==> src/rtl/tx_link_ctrl.sv <==
// tx_link_ctrl: transmit link bring-up FSM (CGS -> WAIT_LMFC -> ILA -> DATA) with LMFC octet/frame counters.
// Latency: o_sel/o_data_rdy follow the state register by one cycle; o_ila_start is registered at the WAIT_LMFC->ILA edge.
// Backpressure: none; SYNC~ (i_sync_n) low is the only throttle and drops the link back to CGS.
//
// Ports:
//   clk, rst_n               character clock, async active-low reset
//   i_sync_n                 SYNC~ from the receiver (low = request code group sync)
//   i_F, i_K                 octets per frame - 1, frames per multiframe - 1 (change only in CGS)
//   i_lmfc_align             one-cycle pulse, restarts the LMFC counters at 0 on the next cycle
//   i_ila_end / o_ila_start  handshake with the ILA generator
//   o_no_frame_de_assertion  frame index captured when SYNC~ de-asserts in CGS
//   o_sel                    lane mux select: 0 K28.5, 1 ILA, 2 user data
//   o_data_rdy, o_lmfc       user data phase flag, first octet of multiframe
//   o_state                  FSM state code
//   o_sync_err_cnt           SYNC~ error-report pulse count (0 unless SYNC_ERR_REPORT_EN)
//
// Optional feature macro: SYNC_ERR_REPORT_EN. When defined, short SYNC~ low pulses in DATA are
// treated as error reports and counted; only a long low run forces re-sync.

module tx_link_ctrl (
  input  logic       clk,
  input  logic       rst_n,
  input  logic       i_sync_n,
  input  logic [7:0] i_F,
  input  logic [4:0] i_K,
  input  logic       i_lmfc_align,
  input  logic       i_ila_end,
  output logic       o_ila_start,
  output logic [4:0] o_no_frame_de_assertion,
  output logic [1:0] o_sel,
  output logic       o_data_rdy,
  output logic       o_lmfc,
  output logic [1:0] o_state,
  output logic [7:0] o_sync_err_cnt
);

  typedef enum logic [1:0] {
    ST_CGS       = 2'd0,
    ST_WAIT_LMFC = 2'd1,
    ST_ILA       = 2'd2,
    ST_DATA      = 2'd3
  } state_t;

  localparam logic [1:0] SEL_CGS  = 2'd0;
  localparam logic [1:0] SEL_ILA  = 2'd1;
  localparam logic [1:0] SEL_DATA = 2'd2;

  state_t     state;
  state_t     state_nxt;
  logic [7:0] oc;
  logic [4:0] fc;
  logic       oc_wrap;
  logic       mf_end;
  logic       ila_start_nxt;

  // ---------------------------------------------------------------------------
  // LMFC counters: oc counts octets in a frame, fc counts frames in a multiframe.
  // ---------------------------------------------------------------------------
  assign oc_wrap = (oc == i_F);
  assign mf_end  = oc_wrap && (fc == i_K);   // last octet of the multiframe

  always_ff @(posedge clk or negedge rst_n) begin
    if (!rst_n) begin
      oc <= '0;
      fc <= '0;
    end else if (i_lmfc_align) begin
      oc <= '0;
      fc <= '0;
    end else if (oc_wrap) begin
      oc <= '0;
      fc <= (fc == i_K) ? 5'd0 : fc + 5'd1;
    end else begin
      oc <= oc + 8'd1;
    end
  end

  assign o_lmfc  = (oc == 8'd0) && (fc == 5'd0);
  assign o_state = state;

`ifdef SYNC_ERR_REPORT_EN
  // ---------------------------------------------------------------------------
  // SYNC~ error reporting: low_cnt holds the number of consecutive low cycles
  // already seen in DATA. A run reaching 5*(F+1)+9 is a real re-sync request;
  // a shorter run that ends is an error report.
  // ---------------------------------------------------------------------------
  logic [10:0] low_cnt;
  logic [10:0] low_thresh;
  logic        low_limit;
  logic        err_inc;
  logic [7:0]  err_cnt;

  // 5*(F+1)+9 = 5*F + 14; max 1289, fits 11 bits.
  assign low_thresh = ({3'b000, i_F} << 2) + {3'b000, i_F} + 11'd14;
  assign low_limit  = (state == ST_DATA) && !i_sync_n && ((low_cnt + 11'd1) == low_thresh);
  assign err_inc    = (state == ST_DATA) && i_sync_n && (low_cnt != 11'd0);

  always_ff @(posedge clk or negedge rst_n) begin
    if (!rst_n) begin
      low_cnt <= '0;
      err_cnt <= '0;
    end else begin
      if ((state == ST_DATA) && !i_sync_n && !low_limit) begin
        low_cnt <= low_cnt + 11'd1;
      end else begin
        low_cnt <= '0;
      end
      if (err_inc && (err_cnt != 8'hFF)) begin
        err_cnt <= err_cnt + 8'd1;
      end
    end
  end

  assign o_sync_err_cnt = err_cnt;
`else
  assign o_sync_err_cnt = 8'd0;
`endif

  // ---------------------------------------------------------------------------
  // FSM
  // ---------------------------------------------------------------------------
  always_ff @(posedge clk or negedge rst_n) begin
    if (!rst_n) begin
      state <= ST_CGS;
    end else begin
      state <= state_nxt;
    end
  end

  always_comb begin
    state_nxt     = state;
    ila_start_nxt = 1'b0;
    case (state)
      ST_CGS: begin
        if (i_sync_n) begin
          state_nxt = ST_WAIT_LMFC;
        end
      end
      ST_WAIT_LMFC: begin
        if (!i_sync_n) begin
          state_nxt = ST_CGS;
        end else if (mf_end && !i_lmfc_align) begin
          // An align pulse this cycle re-phases the LMFC, so this is no longer
          // a multiframe boundary; wait for the re-phased one.
          state_nxt     = ST_ILA;
          ila_start_nxt = 1'b1;
        end
      end
      ST_ILA: begin
        if (!i_sync_n) begin
          state_nxt = ST_CGS;
        end else if (i_ila_end) begin
          state_nxt = ST_DATA;
        end
      end
      default: begin
`ifdef SYNC_ERR_REPORT_EN
        if (low_limit) begin
          state_nxt = ST_CGS;
        end
`else
        if (!i_sync_n) begin
          state_nxt = ST_CGS;
        end
`endif
      end
    endcase
  end

  // ---------------------------------------------------------------------------
  // Registered outputs
  // ---------------------------------------------------------------------------
  always_ff @(posedge clk or negedge rst_n) begin
    if (!rst_n) begin
      o_ila_start <= 1'b0;
      o_data_rdy  <= 1'b0;
      o_sel       <= SEL_CGS;
    end else begin
      o_ila_start <= ila_start_nxt;
      o_data_rdy  <= (state == ST_DATA);
      case (state)
        ST_ILA:  o_sel <= SEL_ILA;
        ST_DATA: o_sel <= SEL_DATA;
        default: o_sel <= SEL_CGS;
      endcase
    end
  end

  // Frame index at the moment SYNC~ de-asserts, for deterministic-latency diagnostics.
  always_ff @(posedge clk or negedge rst_n) begin
    if (!rst_n) begin
      o_no_frame_de_assertion <= '0;
    end else if ((state == ST_CGS) && i_sync_n) begin
      o_no_frame_de_assertion <= fc;
    end
  end

endmodule
==> config.mk <==
export PLATFORM = sky130hd
export DESIGN_NAME = tx_link_ctrl
export DESIGN_NICKNAME = d
export VERILOG_FILES = /design/src/rtl/tx_link_ctrl.sv
export SDC_FILE = /design/constraint.sdc
export NUM_CORES = 1
export LEC_CHECK = 0
export ABC_AREA = 0
export CAP_MARGIN = 25
export CELL_PAD_IN_SITES_DETAIL_PLACEMENT = 0
export CELL_PAD_IN_SITES_GLOBAL_PLACEMENT = 1
export CORE_UTILIZATION = 35
export CTS_CLUSTER_SIZE = 14
export DETAILED_ROUTE_END_ITERATION = 6
export PLACE_DENSITY = 0.8
export REMOVE_ABC_BUFFERS = 1
export SYNTH_ARGS = -nofsm -noshare
export SYNTH_HDL_FRONTEND = slang
export SYNTH_SLANG_ARGS = --single-unit
==> constraint.sdc <==
create_clock -name clk -period 2.3 [get_ports clk]
set_clock_uncertainty 0.2 [all_clocks]
set_input_delay 0.46 -clock clk [delete_from_list [all_inputs] [get_ports clk]]
set_output_delay 0.46 -clock clk [all_outputs]
set_load 0.01 [all_outputs]
=== Yosys cells after proc, flatten, opt, wreduce, memory -nomap -nowiden ===
Cells that the tools add are included.

* Register bits after elaboration: 24
* Output and inout port bits: 20

* Mux-type cells: 16
* Reduce and logical (&&, ||, !) cells: 10
* Eq/ne operators: 9
* Add/subtract/negate cells: 2

{| class="wikitable"
|+ Operators by type and width
! kind !! count
|-
| 8-bit two-way mux || 2
|-
| 5-bit two-way mux || 3
|-
| 2-bit two-way mux || 6
|-
| 8-bit by 1-bit adder with 8-bit output, second input constant || 1
|-
| 8-bit == test || 1
|-
| 8-bit logical NOT || 1
|-
| 3-bit inequality test, second input constant || 2
|-
| 2-bit one-hot mux with 3 select lines || 1
|-
| 5-bit by 1-bit adder with 5-bit output, second input constant || 1
|-
| 5-bit == test || 1
|-
| 5-bit logical NOT || 1
|-
| 2-bit == test, second input constant || 2
|-
| 1-bit logical AND || 4
|-
| 4-bit by 1-bit inequality test with 1-bit output, second input constant || 1
|-
| 2-bit one-hot mux with 2 select lines || 1
|-
| 4-bit AND reduction || 1
|-
| 1-bit two-way mux || 3
|-
| 2-bit by 1-bit == test with 1-bit output, second input constant || 1
|-
| 2-bit logical NOT || 1
|-
| 2-bit inequality test, second input constant || 1
|-
| 2-bit nonzero test || 1
|-
| 1-bit logical NOT || 1
|}

=== Longest topological paths before layout ===
* Word-level depth: 6
* Mapped depth: 7
* Gate-level depth less buffers: 7

=== Worst setup path after synthesis ===
Ideal clock, no wire load.

* Path type: input -> register
* From: input i_F[6]
* To: register state[0], in the netlist o_state[0]
* Stages: 5
* Buffers on the path: 0
* Path slack: 0.296 ns
* Arrival time: 1.679 ns
* Path through: xor2_1 nor4_2 nand4_2 a31oi_4 mux2_4

* Cells in the longest elaborated chain, start to end: 5

{| class="wikitable"
|+ RTL lines
! element !! RTL line !! source
|-
| start, declared || 24 || <nowiki>input logic [7:0] i_F,</nowiki>
|-
| 8-bit == test || 59 || <nowiki>assign oc_wrap = (oc == i_F);</nowiki>
|-
| 1-bit logical AND || 60 || <nowiki>assign mf_end = oc_wrap && (fc == i_K);</nowiki>
|-
| 1-bit logical AND || 141 || <nowiki>end else if (mf_end && !i_lmfc_align) begin</nowiki>
|-
| 3-bit inequality test (no source line) || n/a ||
|-
| 4-bit AND reduction (no source line) || n/a ||
|-
| end signal, assigned || 125 || <nowiki>state <= state_nxt;</nowiki>
|-
| end, declared || 48 || <nowiki>state_t state;</nowiki>
|}

No other way between the ends.
A chain may end at the register's enable or synchronous reset.

=== Worst setup path in the final report ===
* From: register fc[1]
* To: output o_lmfc

* Cells in the longest elaborated chain, start to end: 2

{| class="wikitable"
|+ RTL lines
! element !! RTL line !! source
|-
| start, declared || 51 || <nowiki>logic [4:0] fc;</nowiki>
|-
| start signal, assigned || 71 || <nowiki>fc <= (fc == i_K) ? 5'd0 : fc + 5'd1;</nowiki>
|-
| 5-bit logical NOT || 77 || <nowiki>assign o_lmfc = (oc == 8'd0) && (fc == 5'd0);</nowiki>
|-
| 1-bit logical AND || 77 ||
|-
| end, declared || 32 || <nowiki>output logic o_lmfc,</nowiki>
|}

No other way between the ends.

==> run_results.csv <==
group,metric,value,unit
run_status,run_status,"finished clean",
finish,antenna_cells_inserted,0,
hold_path,min_delay_path_depth,2,
synthesis,yosys.area.top_type_share,42.2,%
setup_path,setup.worst_path.class,"flip-flop to output port",
drt,drtIter0Drc,27,
placement,place.port_buffers,29,
setup_path,slowest_cp_cell,"sky130_fd_sc_hd__dfrtp_1",
job,cap_violations,0,
floorplan,core_area,3690,um2
finish,finish.net_count,210,
global_routing,grt_max_degree,24,
synthesis,biggest_area_consumer_among_synthesized_cells,"sky130_fd_sc_hd__dfrtp_1",
setup_path,worst_path_dominant_cell_family,"simple AND/OR/NAND/NOR gates",
clock_network,cts_setup_buffers,0,
placement,gp_congestion,0.812,
timing,unrepaired_setup_endpoints_after_global_routing,"no",
drt,drt-vias-per-instance,4.60,
clock_network,tritoncts_num_sinks,23,
timing,final_period_minus_worst_setup_slack,2.20,ns
clock_network,cts_max_level,1,
floorplan,dieHeight,64.5,um
drt,drcViolationCount,0,
synthesis,ys_top_cells_by_count,"sky130_fd_sc_hd__dfrtp_1 (23), sky130_fd_sc_hd__xor2_1 (14), sky130_fd_sc_hd__nor2_1 (11), sky130_fd_sc_hd__buf_4 (9), sky130_fd_sc_hd__inv_1 (9)",
timing,final-hold-violation-count,0,
finish,final_layout_size_suffix_gt1_share,21.3,%
clock_network,worstSkewPairLatency,0.26,ns
drt,postRouteWirelength,2970,um
placement,dp.cells,227,
synthesis,synth-main-ff-cell,"sky130_fd_sc_hd__dfrtp_1",
finish,instances_no_fill,231,
timing,whs,0.288,ns
synthesis,synth.avg_cell_area,10.3,um2
timing,setup_violations,0,
setup_path,critical_path_required,1.64,ns
drt,avgRoutedWirePerCell,12.9,um
synthesis,synth.yosys.warnings,0,
power,totalPowerFinal,1.23,mW
finish,register_area,576,um2
global_routing,overflow,0,
synthesis,synth.yosys.seq_area_share,42.2,%
setup_path,crit_cells,6,
setup_path,timing.critical_path.arrival,1.54,ns
setup_path,slowest_delay,0.39,ns
setup_path,cp-start-kind,"flip-flop",
synthesis,count_of_different_cell_masters_after_synthesis,35,
drt,vias,1062,
synthesis,post-synth-top-count-cell,"sky130_fd_sc_hd__dfrtp_1",
setup_path,critical_path_peak_fanout,2,
timing,timing.final.crit_share,95.5,%
hold_path,holdCritPathClass,"flip-flop to flip-flop",
global_routing,grt_usage,16.2,%
setup_path,crit_chain,"inv_1, ha_1, nor4b_4, nand4_1, nor4_2, buf_2",
synthesis,post_synth_inst_count,132,
global_routing,grt_first_pass_wirelength,5260,um
synthesis,synth.area.top_cells,"sky130_fd_sc_hd__dfrtp_1 (42%), sky130_fd_sc_hd__xor2_1 (9.0%), sky130_fd_sc_hd__ha_1 (7.3%), sky130_fd_sc_hd__buf_4 (4.9%), sky130_fd_sc_hd__xnor2_1 (3.2%)",
floorplan,std_cell_rows,22,
floorplan,floorplan.initialDensity,37.0,%
power,p_per_area,650,nW/um2
setup_path,r2r.worst_path.cells,7,
floorplan,floorplan.die_area,4150,um2
timing,number_of_max_slew_violations_in_the_final_report,0,
power,p_leak,0.891,nW
finish,fillers,345,
finish,final_core_util,51.3,%
placement,post-dp-hpwl,2240,um
timing,clock.fmax,455,MHz
clock_network,cts.hold.buffers_added,0,
finish,multiInputGateArea,739,um2
synthesis,syn_area,1370,um2
floorplan,io_pins,38,
synthesis,async_flop_share,100,%
drt,final_antenna_net_count,0,
timing,setup_total_negative_slack,0,ns
global_routing,antenna_found_initial,0,
synthesis,synth_edf_count,0,
clock_network,numCtsBuffers,3,
clock_network,tritoncts,"yes",
power,peakVddDrop,0.231,mV
finish,synthToLayoutAreaGrowth,38.5,%
setup_path,critical_path.n_buffers_inverters,2,
setup_path,cp-end-kind,"output port",
clock_network,root_buffer,"sky130_fd_sc_hd__clkbuf_8",
synthesis,postSynthRegisterBits,23,
clock_network,cts_buffer_depth,2,
global_routing,first_global_vias,1151,
clock_network,path_clk_slew,0.08,ns
drt,drt_pre_antenna_iters,4,
floorplan,floorplan.die.width,64.5,um
## final timing paths
path / slack [ns] / start / to
setup / recovery: 0.10 / fc[1] / o_lmfc
hold / removal: 0.29 / o_no_frame_de_assertion[1] / o_no_frame_de_assertion[1]
setup reg to reg: 0.11 / fc[3] / o_state[0]
hold reg to reg: 0.29 / o_no_frame_de_assertion[1] / o_no_frame_de_assertion[1]
max in group asynchronous: 1.31 / rst_n / fc[0]
min in group asynchronous: 0.36 / rst_n / o_data_rdy
## repair_timing
| action | CTS | global route |
|---|---|---|
| endpoints found under the setup margin | 1 | 5 |
| gates resized for setup | 7 | 3 |
| pin swaps | 0 | 2 |
## cell type report
class                           instances  share of cell area, %
Sequential cell                        23                   30.4
Inverter                                9                   1.79
Timing Repair Buffer                   49                   23.0
Clock inverter                          1                  0.265
Multi-Input combinational cell         98                   39.1
Clock buffer                            3                   2.18
Tap cell                               48                   3.18
## sequential cells by signal, summed over array words and instances, names as in the netlist
signal,count
oc,8
fc,5
o_no_frame_de_assertion,5
o_state,2
o_data_rdy,1
o_ila_start,1
o_sel,1
## power by group
part | leakage, nW | switching, mW | internal (mW)
Clock | 0.0255 | 0.135 | 0.121
Sequential | 0.312 | 0.0383 | 0.452
Combinational | 0.553 | 0.215 | 0.268
Total | 0.891 | 0.388 | 0.841
## metal layers
layer  global-route usage [%]  part of all wire [%]  wire length, um  vias to the layer above
li1                         -                     -                -                      529
met1                     20.4                    45             1340                      502
met2                     28.7                    50             1500                       29
met3                     2.11                   4.1              122                        2
met4                     5.00                  0.64               19                        0
met5                        0                     0                0                        -
## kinds of logic (layout without fill, tap and decap cells)
group / after synthesis / count (layout) / share of synthesized area (%)
AO/OA/AOI/OAI: 18 / 18 / 9.08
XOR/XNOR: 19 / 19 / 12.2
adder cells (fa/ha/maj): 8 / 8 / 7.33
buffers and inverters: 18 / 62 / 7.42
flip-flops: 23 / 23 / 42.2
multiplexers: 5 / 5 / 4.31
other: 1 / 8 / 0.275
AND/OR/NAND/NOR: 40 / 40 / 17.2
## through the flow
step	setup slack, ns	cell area, um2
finish	0.103	1890
global route	0.00173	1890
CTS	0.0570	1880
detailed placement	-0.196	1820
global placement	-0.132	1820
floorplan	0.296	1320
## cell usage in the layout (no fill, tap or decap), types with 2 or more instances in the layout
cell type,instances
sky130_fd_sc_hd__xnor2_1,5
sky130_fd_sc_hd__clkdlybuf4s50_1,28
sky130_fd_sc_hd__o21ai_0,5
sky130_fd_sc_hd__a21oi_1,3
sky130_fd_sc_hd__buf_4,20
sky130_fd_sc_hd__conb_1,8
sky130_fd_sc_hd__nand3_1,4
sky130_fd_sc_hd__xor2_1,14
sky130_fd_sc_hd__ha_1,8
sky130_fd_sc_hd__mux2_2,3
sky130_fd_sc_hd__nor2_1,11
sky130_fd_sc_hd__and3_1,2
sky130_fd_sc_hd__nor4_2,4
sky130_fd_sc_hd__nand2b_1,3
sky130_fd_sc_hd__clkbuf_8,3
sky130_fd_sc_hd__dfrtp_1,23
sky130_fd_sc_hd__nand2_1,8
sky130_fd_sc_hd__inv_1,9
## worst register-to-register path: cells and delay by family (launching register included)
family                    cells  cell delay (ns)
muxes                         1             0.31
buffers and inverters         2             0.35
DFF                           1             0.43
AOI/OAI and AO/OA             1             0.23
xor gates and xnor gates      1             0.17
and+or+nand+nor               2             0.41
Note: power is estimated with default switching activity, not from simulation.
